$ cat src/rtl/if_fetch.sv
// Instruction-fetch stage: owns the fetch PC, issues word requests to imem and
// buffers returned {addr, data} pairs in a small prefetch FIFO feeding id.
module if_fetch #(
  parameter logic [31:0] RESET_PC = 32'h0000_0000,
  parameter int unsigned DEPTH    = 2,
  parameter logic [31:0] NOP_INST = 32'h0000_0013
) (
  input  logic        clk,
  input  logic        rst,
  input  logic        jump_en_i,
  input  logic [31:0] jump_addr_i,
  input  logic        stall_i,
  output logic        imem_req_o,
  output logic [31:0] imem_addr_o,
  input  logic        imem_gnt_i,
  input  logic        imem_rvalid_i,
  input  logic [31:0] imem_rdata_i,
  output logic [31:0] inst_o,
  output logic [31:0] inst_addr_o,
  output logic        inst_valid_o
);

  localparam int unsigned CW = $clog2(DEPTH) + 1;
  localparam int unsigned PW = $clog2(DEPTH);

  logic [31:0]   r_pc;
  logic [CW-1:0] r_count;
  logic [CW-1:0] r_out;
  logic [CW-1:0] r_drop;
  logic [PW-1:0] r_q_rd;
  logic [PW-1:0] r_q_wr;
  logic [PW-1:0] r_aq_rd;
  logic [PW-1:0] r_aq_wr;
  logic [31:0]   r_q_inst [DEPTH];
  logic [31:0]   r_q_addr [DEPTH];
  logic [31:0]   r_aq     [DEPTH];

  logic          w_req;
  logic          w_issue;
  logic          w_accept;
  logic          w_drop_rsp;
  logic          w_pop;
  logic          w_valid;
  logic [CW:0]   w_credit_used;
  logic [31:0]   w_jump_pc;
  logic [CW-1:0] w_rsp;

  // Credit counts both buffered and in-flight words (including ones to be dropped)
  assign w_credit_used = (CW+1)'(r_count) + (CW+1)'(r_out);
  assign w_req         = ~rst & ~jump_en_i & (w_credit_used < (CW+1)'(DEPTH));
  assign w_issue       = w_req & imem_gnt_i;
  assign w_valid       = (r_count != '0);
  assign w_accept      = imem_rvalid_i & (r_drop == '0) & ~jump_en_i;
  assign w_drop_rsp    = imem_rvalid_i & (r_drop != '0);
  assign w_pop         = w_valid & ~stall_i & ~jump_en_i;
  assign w_jump_pc     = jump_addr_i & ~32'h0000_0003;
  assign w_rsp         = CW'(imem_rvalid_i);

  always_ff @(posedge clk or posedge rst) begin
    if (rst) begin
      r_pc    <= RESET_PC;
      r_count <= '0;
      r_out   <= '0;
      r_drop  <= '0;
      r_q_rd  <= '0;
      r_q_wr  <= '0;
      r_aq_rd <= '0;
      r_aq_wr <= '0;
    end else if (jump_en_i) begin
      // Every word still in flight belongs to the old stream and must be discarded
      r_pc    <= w_jump_pc;
      r_count <= '0;
      r_q_rd  <= '0;
      r_q_wr  <= '0;
      r_aq_rd <= '0;
      r_aq_wr <= '0;
      r_out   <= r_out - w_rsp;
      r_drop  <= r_out - w_rsp;
    end else begin
      if (w_issue) begin
        r_pc    <= r_pc + 32'd4;
        r_aq_wr <= r_aq_wr + PW'(1);
      end
      if (w_accept) begin
        r_aq_rd <= r_aq_rd + PW'(1);
        r_q_wr  <= r_q_wr + PW'(1);
      end
      if (w_pop) begin
        r_q_rd <= r_q_rd + PW'(1);
      end
      if (w_drop_rsp) begin
        r_drop <= r_drop - CW'(1);
      end
      r_count <= r_count + CW'(w_accept) - CW'(w_pop);
      r_out   <= r_out + CW'(w_issue) - w_rsp;
    end
  end

  // Payload storage needs no reset; validity is carried by the pointers/count
  always_ff @(posedge clk) begin
    if (w_issue) begin
      r_aq[r_aq_wr] <= r_pc;
    end
    if (w_accept) begin
      r_q_inst[r_q_wr] <= imem_rdata_i;
      r_q_addr[r_q_wr] <= r_aq[r_aq_rd];
    end
  end

  assign imem_req_o   = w_req;
  assign imem_addr_o  = r_pc;
  assign inst_valid_o = w_valid;
  assign inst_o       = w_valid ? r_q_inst[r_q_rd] : NOP_INST;
  assign inst_addr_o  = w_valid ? r_q_addr[r_q_rd] : 32'h0000_0000;

endmodule
$ cat config.mk
export PLATFORM = sky130hd
export DESIGN_NAME = if_fetch
export DESIGN_NICKNAME = d
export VERILOG_FILES = /design/src/rtl/if_fetch.sv
export SDC_FILE = /design/constraint.sdc
export NUM_CORES = 1
export LEC_CHECK = 0
export CORE_MARGIN = 1.5
export CORE_UTILIZATION = 50
export CTS_CLUSTER_SIZE = 12
export DETAILED_ROUTE_END_ITERATION = 6
export PLACE_DENSITY = 0.78
export SLEW_MARGIN = 5
export SYNTH_ARGS = -nofsm -noshare
export SYNTH_HDL_FRONTEND = slang
export SYNTH_SLANG_ARGS = --single-unit
$ cat constraint.sdc
create_clock -name clk -period 5.55 [get_ports clk]
set_clock_uncertainty 0.15 [all_clocks]
set_input_delay 1.665 -clock clk [delete_from_list [all_inputs] [get_ports clk]]
set_output_delay 1.665 -clock clk [all_outputs]
set_load 0.01 [all_outputs]
**Word level (Yosys, flattened, before mapping)**

Memories as Yosys holds them, arrays and structs flattened.
Cells that the tools add are included.

- Word-level logic and storage cells: 62
- Output and inout port bits: 98
- Register bits: 42
- Memory bits (writable): 192
- Input port bits: 70
- Memories: 3

Memory list:

| name | depth | bits a word | rd ports | clocked after Yosys merged registers in | write ports | line | text |
|---|---|---|---|---|---|---|---|
| r_aq | 2 | 32 | 1 | 0 | 1 | 36 | `logic [31:0] r_aq [DEPTH];` |
| r_q_addr | 2 | 32 | 1 | 0 | 1 | 35 | `logic [31:0] r_q_addr [DEPTH];` |
| r_q_inst | 2 | 32 | 1 | 0 | 1 | 34 | `logic [31:0] r_q_inst [DEPTH];` |

- Reduce and logical (&&, ||, !) cells: 7
- Bitwise gates (word level): 11
- Muxes and demuxes: 20
- Magnitude comparators: 1
- Add/subtract/negate cells: 12

Operator list:

| kind | count |
|---|---|
| 2-to-1 mux 32 bit | 4 |
| adder 32 x 3 -> 32 bit (second input constant) | 1 |
| 2-to-1 mux 1 bit | 12 |
| nonzero test 2 bit | 6 |
| bitwise AND 1 bit | 8 |
| 2-to-1 mux 2 bit | 4 |
| subtractor 2 x 1 -> 2 bit | 3 |
| adder 1 bit (second input constant) | 4 |
| adder 2 x 1 -> 2 bit | 2 |
| adder 2 x 2 -> 3 bit | 1 |
| < comparator 3 x 2 -> 1 bit (second input constant) | 1 |
| inverter 1 bit | 3 |
| zero test 2 bit | 1 |
| subtractor 2 x 1 -> 2 bit (second input constant) | 1 |

**Longest topological paths before layout**

- Depth after elaboration: 7
- Gate-level depth with buffers: 13
- Depth with buffers taken out: 11

**Worst setup path after synthesis**

OpenSTA, ideal clock, no wires.

- Path type: in2reg
- Start: in jump_en_i
- End: mem r_q_addr[0][10] (enable)
- Path buffers: 1
- Data arrival time: 4.777 ns
- Stages: 4
- Path slack: 0.140 ns
- Data required time: 4.918 ns
- Setup time: 0.482 ns
- Cell sequence: inv_1 -> clkbuf_1 -> nand3_1 -> nor2_1

- Word-level cells in the longest chain between the ends: 4

RTL lines:

| element | line | text |
|---|---|---|
| start: declaration | 10 | `input logic jump_en_i,` |
| inverter 1 bit | 53 | `assign w_accept = imem_rvalid_i & (r_drop == '0) & ~jump_en_i;` |
| bitwise AND 1 bit | 53 |  |
| 2-to-1 mux 1 bit | 104 | `if (w_accept) begin` |
| 2-to-1 mux 1 bit (not written as such) | 106 | `r_q_addr[r_q_wr] <= r_aq[r_aq_rd];` |
| end: declaration | 35 |  |

Every way passes these cells.

**Worst setup path in the final report**

- Start: in jump_en_i
- End: out imem_req_o

- Word-level cells in the longest chain between the ends: 3

RTL lines:

| element | line | text |
|---|---|---|
| inverter 1 bit | 50 | `assign w_req = ~rst & ~jump_en_i & (w_credit_used < (CW+1)'(DEPTH));` |
| bitwise AND 1 bit (2 in series) | 50 |  |
| end: declaration | 13 | `output logic imem_req_o,` |

Every way passes these cells.

==> impl_metrics.env <==
export IMPL_internal_power_mw=3.21
export IMPL_slew_violations=0
export IMPL_p_total_mw=4.32
export IMPL_synth_edf_count=184
export IMPL_syn_inst=646
export IMPL_numCtsBuffers=23
export IMPL_synthTopCellsByCount="184 x edfxtp_1, 86 x nor2_1, 64 x mux2i_1, 40 x dfrtp_1, 39 x nand2_1"
export IMPL_crit_path_max_fanout=5
export IMPL_syn_area_um2=9300
export IMPL_fillers=1294
export IMPL_synthTopCellsByArea="edfxtp_1 59%, dfrtp_1 11%, mux2i_1 6.9%"
export IMPL_rr_endpoint="r_out[1]"
export IMPL_status="complete, but fails checks"
export IMPL_clkTransAtPathRegs_ns=0.06
export IMPL_clkSinkCount=224
export IMPL_layout_drive_gt1_share_pct=10.4
export IMPL_max_vdd_ir_drop_mv=0.195
export IMPL_drv_cap=0
export IMPL_fin_crit_ns=4.95
export IMPL_via_per_inst=5.63
export IMPL_ios=168
export IMPL_setup_violations=0
export IMPL_reg2reg_depth=11
export IMPL_core_um2=18100
export IMPL_crit_arrival_ns=3.14
export IMPL_crit_type="input port to output port"
export IMPL_period_share_pct=89.2
export IMPL_holdBufCountCts=0
export IMPL_hold_end="r_out[1]"
export IMPL_grt_pass1_vias=5916
export IMPL_synth_warnings=0
export IMPL_finalSetupTns_ns=0
export IMPL_yosysTopAreaCellShare_pct=59.4
export IMPL_synth_seq_area_share_pct=70.2
export IMPL_multi_input_area_um2=2610
export IMPL_grt_usage_pct=20.6
export IMPL_power_share_clock_pct=31.9
export IMPL_slew_limit_headroom_pct=24.5
export IMPL_cts_root_buf="clkbuf_16"
export IMPL_p_sw_share_pct=25.7
export IMPL_regArea_um2=6530
export IMPL_cp_start_kind="input port"
export IMPL_grt_max_degree=65
export IMPL_min_from="r_out[1]"
export IMPL_yosysMostFrequentCell="edfxtp_1"
export IMPL_failed_checks="design-rule violations"
export IMPL_rsz0062_at_grt="no"
export IMPL_cts_max_level=1
export IMPL_ant_nets=0
export IMPL_synthFlopType="edfxtp_1"
export IMPL_synth_top_area_cell="edfxtp_1"
export IMPL_dieArea_um2=19400
export IMPL_start_util_pct=51.4
export IMPL_hold_path_depth=1
export IMPL_p_seq_share_pct=49.1
export IMPL_worstMarginPinSlew_ns=1.13
export IMPL_post_cts_buffers=0
export IMPL_cts_tree="built"
export IMPL_p_per_area_nw_per_um2=365
export IMPL_diodes=0
export IMPL_antenna_found_initial=0
export IMPL_fin_nets=891
export IMPL_p_leak_nw=4.03
export IMPL_synthArstFlopShare_pct=17.9
export IMPL_synth_distinct_cells=46
export IMPL_ctsResizeCount=0
export IMPL_gr_total_overflow=0
export IMPL_ys_ff_latch=224
export IMPL_area_growth_syn_to_layout_pct=27.4
export IMPL_first_pass_iters=7
export IMPL_gp_congestion=0.868
export IMPL_grt_pass1_wl_mm=31.6
export IMPL_crit_path_end_kind="output port"
export IMPL_die_h_um=139
export IMPL_avgSynthCellArea_um2=14.4
export IMPL_avgRoutedWirePerCell_um=18.7
export IMPL_hp_class="flip-flop to flip-flop"
export IMPL_finalCoreUtilization_pct=65.5
export IMPL_clock_latency_ns=0.49
export IMPL_clockBufferDepth=3
export IMPL_drt_initial_drc_count=476
export IMPL_io_buffers=161
export IMPL_reg2reg_from="r_count[0]"
export IMPL_critPathRequiredTime_ns=3.73
export IMPL_fmax_mhz=202
export IMPL_rows=49
export IMPL_wl_mm=19.7
export IMPL_place_detailed_hpwl_mm=13.0
export IMPL_drc_errors=16
export IMPL_hold_violations=0
export IMPL_rrSetupSlack_ns=2.11
export IMPL_p_comb_share_pct=19.0
export IMPL_vias=5954
export IMPL_p_sw_mw=1.11
export IMPL_die_w_um=139
-- area by class of cell --
| cell class | count | area share [%] |
|---|---|---|
| Sequential cell | 224 | 55.1 |
| Multi-Input combinational cell | 378 | 22.1 |
| Timing Repair Buffer | 172 | 14.3 |
| Clock buffer | 38 | 5.59 |
| Tap cell | 229 | 2.42 |
| Inverter | 14 | 0.444 |
| Clock inverter | 2 | 0.0845 |
-- worst max path at each step --
stage / startpoint / to / slack [ns] / cells past startpoint
finish: jump_en_i / imem_req_o / 0.60 / 3
floorplan: jump_en_i / r_q_addr[0][10] / 0.14 / 4
detailed placement: jump_en_i / imem_req_o / 0.60 / 3
global route: jump_en_i / imem_req_o / 0.54 / 3
CTS: jump_en_i / imem_req_o / 0.59 / 3
global placement: jump_en_i / imem_req_o / 0.62 / 3
-- sequential cells by signal (all words and copies together) (netlist names), 2 cells and up --
signal,cells
r_count,2
r_q_inst,64
r_aq,60
r_q_addr,60
r_drop,2
r_out,2
imem_addr_o,30
-- power by group through the flow --
stage               Sequential [mW]  Combinational [mW]  Clock, mW
floorplan                      2.10               0.467          0
global placement               2.14               0.799          0
detailed placement             2.15               0.823          0
CTS                            2.12               0.830       1.41
global route                   2.14               0.888       1.48
finish                         2.12               0.820       1.38
-- placed cells by master (no fill, tap or decap), drive strengths merged, types with 2 or more instances in the layout --
master | synthesis | layout
clkbuf | 20 | 38
clkinv | 0 | 2
nand2b | 2 | 2
nand2 | 39 | 39
edfxtp | 184 | 184
o21ai | 21 | 21
nor4 | 7 | 7
and2 | 3 | 3
clkdlybuf4s50 | 0 | 161
and3 | 7 | 7
a31o | 3 | 3
conb | 1 | 4
inv | 14 | 14
nor3 | 2 | 2
a32oi | 3 | 3
mux2i | 64 | 64
o211ai | 10 | 10
a21oi | 9 | 9
xor2 | 5 | 5
buf | 13 | 11
nor2 | 86 | 86
nand4 | 14 | 14
xnor2 | 6 | 6
a31oi | 4 | 4
mux2 | 30 | 30
ha | 7 | 7
dfrtp | 40 | 40
o311ai | 6 | 6
nand3 | 26 | 26
or4 | 3 | 3
or3 | 7 | 7
a22oi | 3 | 3
-- critical path, stage by stage --
cell and delay (ns):
clkdlybuf4s50_1 0.46, nor4_4 0.40, clkdlybuf4s50_1 0.61
-- per-stage QoR --
stage | instances | instance area, um2 | setup slack (ns) | hold WS, ns
after global placement | 1017 | 11200 | 0.623 | 0.380
after CTS | 1057 | 11800 | 0.593 | 0.412
after global routing | 1057 | 11800 | 0.538 | 0.419
final | 1057 | 11800 | 0.599 | 0.412
after detailed placement | 1017 | 11200 | 0.602 | 0.399
after floorplan | 649 | 9310 | 0.140 | 0.360
-- routing by layer --
metal	wire length [um]	track usage, %
met1	8060	27.2
met2	9770	34.3
met3	1470	3.85
met4	431	7.17
met5	0	0
-- cell families (layout without fill, tap and decap cells) --
logic type               count (synthesis)  in the layout  synth area share (%)
other                                    1              4                0.0403
AO/OA/AOI/OAI                           63             63                  4.43
multiplexers                            94             94                  10.5
XOR/XNOR                                11             11                  1.04
AND/OR/NAND/NOR                        198            198                  10.5
buffers and inverters                   47            226                  2.14
flip-flops                             224            224                  70.2
adder cells (fa/ha/maj)                  8              8                  1.16
Power figures use the tool's default switching activity.
==> patch: new RTL, config.mk and constraints unchanged <==
The parameter `DEPTH` goes from 2 to 4.
--- a/src/rtl/if_fetch.sv
+++ b/src/rtl/if_fetch.sv
@@ -3,5 +3,5 @@
 module if_fetch #(
   parameter logic [31:0] RESET_PC = 32'h0000_0000,
-  parameter int unsigned DEPTH    = 2,
+  parameter int unsigned DEPTH    = 4,
   parameter logic [31:0] NOP_INST = 32'h0000_0013
 ) (
Behaviour: not the same (a bounded check fails within 4 cycles, from zero or initial values and one cycle with rst high).
==> patch against the original RTL <==
  * Wire length rose by 71%
  * Count of clock-buffer cells in the layout increased by 25
  * Total power up 95%
  * Fmax up 2.8%
  * Critical endpoint unchanged
  * Design area is 70% higher
  * Critical path depth is 1 higher
  * Setup slack improved by 130 ps
  * Synthesized cell count grew 40%
  * First-iteration DRC count increased by 36%
  * Final cell count grew 47%
  * Sequential cell count rose by 191
  * Area after synthesis is 80% higher
  * Sequential power rose by 84%
==> patch: results (changes against the original RTL) <==
[global_route]
gr-usage-all-layers_pct = 20.2  ; -0.35 points
grt_pass1_vias = 9201  ; +56%
grt_max_degree = 66  ; +1.5%

[logic_synthesis]
seq_area_frac_synth_pct = 73.1  ; +2.9 points
synth-async-reset-ratio_pct = 11.3  ; -6.5 points
synth_cell_types = 49  ; +6.5%
synth_area_leaders = edfxtp_1, mux4_2, dfrtp_1
synth_edf_count = 368  ; +100%
ys_top_cells_by_count = edfxtp_1, mux4_2, nor2b_1, dfrtp_1, nand2_1

[clock_network]
clk_latency_ps = 520  ; +30 ps
cts_buffers = 42  ; +83%
cts.htree.levels = 2  ; +1

[placement]
dp_hpwl_um = 20100  ; +55%

[final_layout]
drive_gt1_share_pct = 16.6  ; +6.2 points
top_regs = r_q_inst (128), r_aq (120), r_q_addr (120)
nFillCells = 2361  ; +82%
final_nets = 1172  ; +32%

[status]
status = completed

[route]
drc = 0  ; -16
postRouteWirelength_um = 33800  ; +71%
via_per_inst = 5.72  ; +1.5%
drtIter0Drc = 647  ; +36%
dr.pass1.iters = 5  ; -2

[critical_path]
crit-reg2reg-launch = r_count[2]
arrival_ps = 3000  ; -140 ps
max_stage_delay_ps = 530  ; -80 ps
crit_start = rst

[power_and_ir_drop]
peakVddDrop_uv = 272  ; +40%
leakagePower_uw = 0.00660  ; +64%

-- patch: changes by cell type in the layout (fill, tap and decap cells not counted), moves of 12 or more --
cell / before / now
edfxtp_1: 184 / 368
mux4_2: 0 / 92
mux2i_1: 64 / 2
nor2b_1: 1 / 60
nor2_1: 82 / 33
mux2_2: 30 / 0
clkbuf_16: 23 / 45
ha_1: 7 / 19
-- patch: through the flow --
step | cell area, um^2 | instances | total power, uW | setup slack, ps | utilization, %
after floorplan | 16700 | 905 | 5010 | 1330 | -
after global placement | 18900 | 1479 | 5860 | 724 | 57.8
after detailed placement | 18900 | 1479 | 5900 | 737 | 57.8
after CTS | 20200 | 1549 | 8510 | 685 | 61.7
after global routing | 20200 | 1549 | 8780 | 578 | 61.7
final | 20200 | 1549 | 8400 | 733 | 61.7
-- patch: power groups by stage --
stage,Sequential [uW],Combinational (uW),Clock [uW]
6_report,3900,1910,2600
5_1_grt,3930,2080,2760
4_1_cts,3900,1950,2660
3_5_place_dp,3960,1940,0
3_3_place_gp,3950,1910,0
2_1_floorplan,3820,1190,0
-- patch: cells by family (layout without fill, tap and decap cells) --
| family | Yosys count | in the layout | share of synthesized area [%] |
|---|---|---|---|
| XOR/XNOR | 12 | 12 | 0.628 |
| multiplexers | 94 | 94 | 12.5 |
| AND/OR/NAND/NOR | 211 | 211 | 7.15 |
| other | 1 | 4 | 0.0224 |
| adder cells (fa/ha/maj) | 21 | 21 | 1.66 |
| buffers and inverters | 72 | 274 | 1.86 |
| AO/OA/AOI/OAI | 76 | 76 | 3.08 |
| flip-flops | 415 | 415 | 73.1 |
-- patch: worst paths after layout --
check,slack (ps),cells after the start,endpoint
hold reg to reg,370,1,r_out[2]
hold / removal,370,1,r_out[2]
min in group asynchronous,1510,3,imem_addr_o[11]
max in group asynchronous,3280,3,r_q_rd[0]
setup reg to reg,2720,11,r_out[2]
setup / recovery,730,4,imem_req_o
-- patch: cell type report --
cell class,instances,area (um^2),area share [%]
inverters,24,90.1,0.447
clock inverters,7,55.1,0.273
clock buffers,63,1190,5.92
well taps,442,553,2.74
flip-flops and latches,415,12200,60.7
repair buffers,180,1820,9.05
multi-input cells,418,4210,20.9
-- patch: worst register-to-register path: cells and delay by family (launching register included) --
family,cells,cell delay [ps]
buffers and inverters,2,90
adders and majority gates,4,1150
AOI/OAI and AO/OA,1,210
and+or+nand+nor,2,410
DFF,1,420
xor gates and xnor gates,2,340
-- patch: metal layers --
layer | GRT usage, % | vias up | wire length [um]
met2 | 33.9 | 359 | 16700
met4 | 6.84 | 0 | 851
met1 | 26.9 | 4515 | 14100
li1 | - | 3921 | -
met3 | 3.58 | 63 | 2120
met5 | 0 | - | 0
